`src/rtl/pipe_subtractor_16bit.sv`:
```
// pipe_subtractor_16bit
//
// Two-stage pipelined subtractor. It computes diff = a - b - bin modulo 2^WIDTH,
// plus the unsigned borrow-out and the signed overflow flag. The low half is
// subtracted in stage 1 and the high half in stage 2. A valid/ready handshake is
// used on both sides, and the block can hold up to two results under
// backpressure.
//
// Parameters
//   WIDTH      operand width; must be even (split into two halves of WIDTH/2)
//
// Ports
//   clk        rising-edge clock
//   reset      asynchronous, active-low reset
//   in_valid   operand set present on a, b, bin
//   in_ready   block accepts operands this cycle (combinational)
//   a, b, bin  minuend, subtrahend, borrow in
//   out_valid  result present on diff, bout, ovf
//   out_ready  consumer accepts the result this cycle
//   diff       a - b - bin modulo 2^WIDTH
//   bout       1 iff unsigned a < b + bin
//   ovf        signed overflow of the subtraction
module pipe_subtractor_16bit #(
  parameter int WIDTH = 16
) (
  input  logic             clk,
  input  logic             reset,
  input  logic             in_valid,
  output logic             in_ready,
  input  logic [WIDTH-1:0] a,
  input  logic [WIDTH-1:0] b,
  input  logic             bin,
  output logic             out_valid,
  input  logic             out_ready,
  output logic [WIDTH-1:0] diff,
  output logic             bout,
  output logic             ovf
);

  localparam int H = WIDTH / 2;

  // stage 1 registers
  logic         v1;
  logic [H-1:0] lo_diff;
  logic         lo_borrow;
  logic [H-1:0] a_hi;
  logic [H-1:0] b_hi;

  // stage 2 valid (data lives directly in the output registers)
  logic         v2;

  logic         stage2_load;
  logic         accept;
  logic [H:0]   lo_full;
  logic [H:0]   hi_full;
  logic         ovf_next;

  // Stage 2 takes stage 1's result when it is empty or being drained this cycle.
  // Stage 1 can take new operands when it is empty or is being moved on.
  always_comb begin
    stage2_load = v1 & (~v2 | out_ready);
    in_ready    = ~v1 | stage2_load;
    accept      = in_valid & in_ready;
  end

  // The extra top bit of each (H+1)-bit subtraction is the borrow out of that half.
  always_comb begin
    lo_full  = {1'b0, a[H-1:0]} - {1'b0, b[H-1:0]} - {{H{1'b0}}, bin};
    hi_full  = {1'b0, a_hi} - {1'b0, b_hi} - {{H{1'b0}}, lo_borrow};
    ovf_next = (a_hi[H-1] != b_hi[H-1]) && (hi_full[H-1] != a_hi[H-1]);
  end

  always_ff @(posedge clk or negedge reset) begin
    if (!reset) begin
      v1        <= 1'b0;
      lo_diff   <= '0;
      lo_borrow <= 1'b0;
      a_hi      <= '0;
      b_hi      <= '0;
    end else begin
      if (accept) begin
        v1        <= 1'b1;
        lo_diff   <= lo_full[H-1:0];
        lo_borrow <= lo_full[H];
        a_hi      <= a[WIDTH-1:H];
        b_hi      <= b[WIDTH-1:H];
      end else if (stage2_load) begin
        v1 <= 1'b0;
      end
    end
  end

  // Output registers keep their last loaded value whenever nothing new arrives,
  // so a stalled or already-consumed result stays visible on diff/bout/ovf.
  always_ff @(posedge clk or negedge reset) begin
    if (!reset) begin
      v2   <= 1'b0;
      diff <= '0;
      bout <= 1'b0;
      ovf  <= 1'b0;
    end else begin
      if (stage2_load) begin
        v2   <= 1'b1;
        diff <= {hi_full[H-1:0], lo_diff};
        bout <= hi_full[H];
        ovf  <= ovf_next;
      end else if (out_ready) begin
        v2 <= 1'b0;
      end
    end
  end

  assign out_valid = v2;

endmodule

```
`config.mk`:
```
export PLATFORM = sky130hd
export DESIGN_NAME = pipe_subtractor_16bit
export DESIGN_NICKNAME = d
export VERILOG_FILES = /design/src/rtl/pipe_subtractor_16bit.sv
export SDC_FILE = /design/constraint.sdc
export NUM_CORES = 1
export LEC_CHECK = 0
export CORE_MARGIN = 5
export CORE_UTILIZATION = 40
export CTS_CLUSTER_SIZE = 14
export DETAILED_ROUTE_END_ITERATION = 10
export PLACE_DENSITY = 0.65
export SYNTH_ARGS = -nofsm -noshare
export SYNTH_HDL_FRONTEND = slang
export SYNTH_SLANG_ARGS = --single-unit
```
`constraint.sdc`:
```
create_clock -name clk -period 2.53 [get_ports clk]
set_input_delay 0.3795 -clock clk [delete_from_list [all_inputs] [get_ports clk]]
set_output_delay 0.3795 -clock clk [all_outputs]
set_load 0.02 [all_outputs]
```
==> qor.yml <==
status: "completed"
die_h_um: 91.76
dp_hpwl_mm: 3.758
finalWirelength_mm: 4.621
cpPeakStageDelay_ns: 0.46
fin_util_pct: 53.95
rsz0062_at_grt: "no"
drv_slew: 0
clk_latency_ns: 0.29
synth_edf_count: 0
cts_root_buffer: "clkbuf_8"
synth_nets: 328
grt_pass1_vias: 1922
total_leakage_power_nw: 1.616
setup_tns_ns: 0
ys.flop_type: "dfrtp_1"
grtUsageTotal_pct: 11.52
hold_viol: 0
drive_gt1_share_pct: 11.76
grt_start_max_net_pins: 46
htree_levels: 2
die_area_um2: 8420
avgSynthCellArea_um2: 10.32
finalSetupViolCount: 0
antenna_found_initial: 0
pwr_density_cell_nw_per_um2: 837.3
crit_fanout: 2
core.rowCount: 29
antenna_left: 0
fp.dieW_um: 91.76
ys_seq_area_share_pct: 42.12
synth_area_um2: 2674
layout_commonest_cell: "clkdlybuf4s50_1"
cts.clk_slew.worst_paths_ns: 0.08
yosys.area_share.simple_pct: 8.423
cts_tree: "yes"
synth_xor_area_share_pct: 4.913
p_total_w: 0.002901
layout_common_cells: "55 x clkdlybuf4s50_1, 45 x dfrtp_1, 43 x inv_1"
vias: 1912
core-area_um2: 6422
crit_buf_inv: 2
start_util_pct: 41.63
skew_ns: 0.005622
io_pins: 57
numPortBuffers: 56
fin_crit_ns: 2.373
first_pass_iters: 4
max-clock-path-buffers: 2
ys_ff_latch: 45
required_ns: 2.75
synth_top_family_by_area: "adder cells"
worstPathCellList: "clkdlybuf4s50_1 > inv_1 > fa_2 > fa_1 > nand2b_2 > a2111oi_4 > o31ai_1 > xor2_1 > o21ai_1"
critical_path_class: "in2reg"
cp-end-kind: "flop"
gp_congestion: 0.8107
cp-start-kind: "input pin"
cp_slowest_cell: "clkdlybuf4s50_1"
vias_per_cell: 4.780
pre_cts_slack_ns: -0.2727
wl_per_cell_um: 11.55
cts_made_buffers: 5
ir_worst_vdd_mv: 0.2492
hp-class: "in2async"
fin_crit_sh_pct: 93.80
ys_warn_count: 0
grt_pass1_wl_mm: 8.052
synth-compound-area-share_pct: 9.874
muxShareOfSynthArea_pct: 11.32
cts.sinks: 45
worstMarginPinSlew_ns: 0.9686
crit_family: "adder cells"
layout_setup_ws_ns: 0.1569
yosys.area_share.adder_pct: 16.10
synth_cell_types: 35
maxCapViolations: 0
async_flop_share_pct: 100.0
slew_headroom_pct: 35.42
dr.first_iter.drc_count: 19
synth_cells: 259
area_growth_pct: 29.57
layout.nets: 391
timing.fmax_mhz: 421.4
cp.arrival_ns: 2.59
cts_setup_buffers: 0
overflow: 0
diodes: 0
post-route-drc-count: 0
routing by layer:
layer | part of all wire [%] | GRT usage, %
met4 | 0.97 | 2.599
met1 | 42 | 12.57
met5 | 0 | 0
met3 | 6.0 | 3.110
met2 | 51 | 22.09
area by class of cell:
class	count	area, µm²
fillers	612	2958
multi-input cells	164	1356
flip-flops and latches	45	1126
repair buffers	62	600.6
inverters	44	165.2
well taps	77	96.34
clock buffers	6	82.58
clock inverters	2	37.54
where the power goes:
part | leakage (nW) | switching (W) | internal [W]
combinational | 1.02 | 0.000643 | 0.000662
clock | 0.0574 | 0.000237 | 0.000321
sequential | 0.538 | 0.000111 | 0.000926
cells by family (layout without fill, tap and decap cells):
group / Yosys count / in the layout
buf+inv: 50 / 114
simple gates: 49 / 49
flops: 45 / 45
compound gates: 41 / 41
fa+ha+maj: 32 / 32
mux: 27 / 27
xor+xnor: 15 / 15
repair_timing:
action	4_1_cts	5_1_grt
hold buffers	0	0
endpoints found under the setup margin	0	2
resized for setup	0	1
Yosys cell counts, types with 2 or more instances:
cell / count / share of area [%]
nor2b_1: 2 / 0.47
xor2_1: 4 / 1.3
ha_1: 28 / 13
nand3_1: 3 / 0.56
nor2_1: 8 / 1.1
nor3b_1: 2 / 0.56
o31ai_1: 2 / 0.56
nand2_1: 26 / 3.6
o211ai_1: 4 / 1.1
xnor2_1: 11 / 3.6
inv_1: 43 / 6.0
fa_1: 4 / 3.0
buf_2: 5 / 0.94
mux2_1: 9 / 3.8
a21oi_1: 8 / 1.5
dfrtp_1: 45 / 42
mux2_2: 17 / 7.2
nand2b_1: 3 / 0.70
o21ai_0: 14 / 2.6
a21o_1: 2 / 0.56
o21ai_1: 5 / 0.94
per-stage QoR:
step,hold slack [ns],cells,cell area (µm²)
4_1_cts,0.2841,400,3462
5_1_grt,0.3283,400,3465
3_3_place_gp,0.4613,392,3342
6_report,0.2401,400,3465
2_1_floorplan,0.08391,259,2674
3_5_place_dp,0.4681,392,3342
path summary, 6_finish.rpt:
kind | start | end | slack (ns) | depth (start not counted)
max | b[0] | lo_borrow | 0.16 | 9
max reg2reg | lo_borrow | bout | 0.34 | 8
min in group clk | lo_diff[4] | lo_diff[4] | 0.48 | 2
max in group asynchronous | reset | diff[6] | 1.69 | 1
min reg2reg | lo_diff[4] | lo_diff[4] | 0.48 | 2
min | reset | diff[13] | 0.24 | 1
flip-flops by register name (all words and copies together), names as in the netlist:
| signal | cells |
|---|---|
| out_valid | 1 |
| a_hi | 8 |
| ovf | 1 |
| lo_borrow | 1 |
| bout | 1 |
| diff | 16 |
| v1 | 1 |
| lo_diff | 8 |
| b_hi | 8 |
worst reg2reg max path, cell delays in order (launching register included):
cell      delay [ns]
dfrtp_1         0.36
inv_1           0.07
fa_1            0.47
fa_1            0.43
nor2b_1         0.16
o21ai_2         0.09
a21o_1          0.20
a211o_1         0.25
o211ai_1        0.09
(Power assumes the default switching activity.)
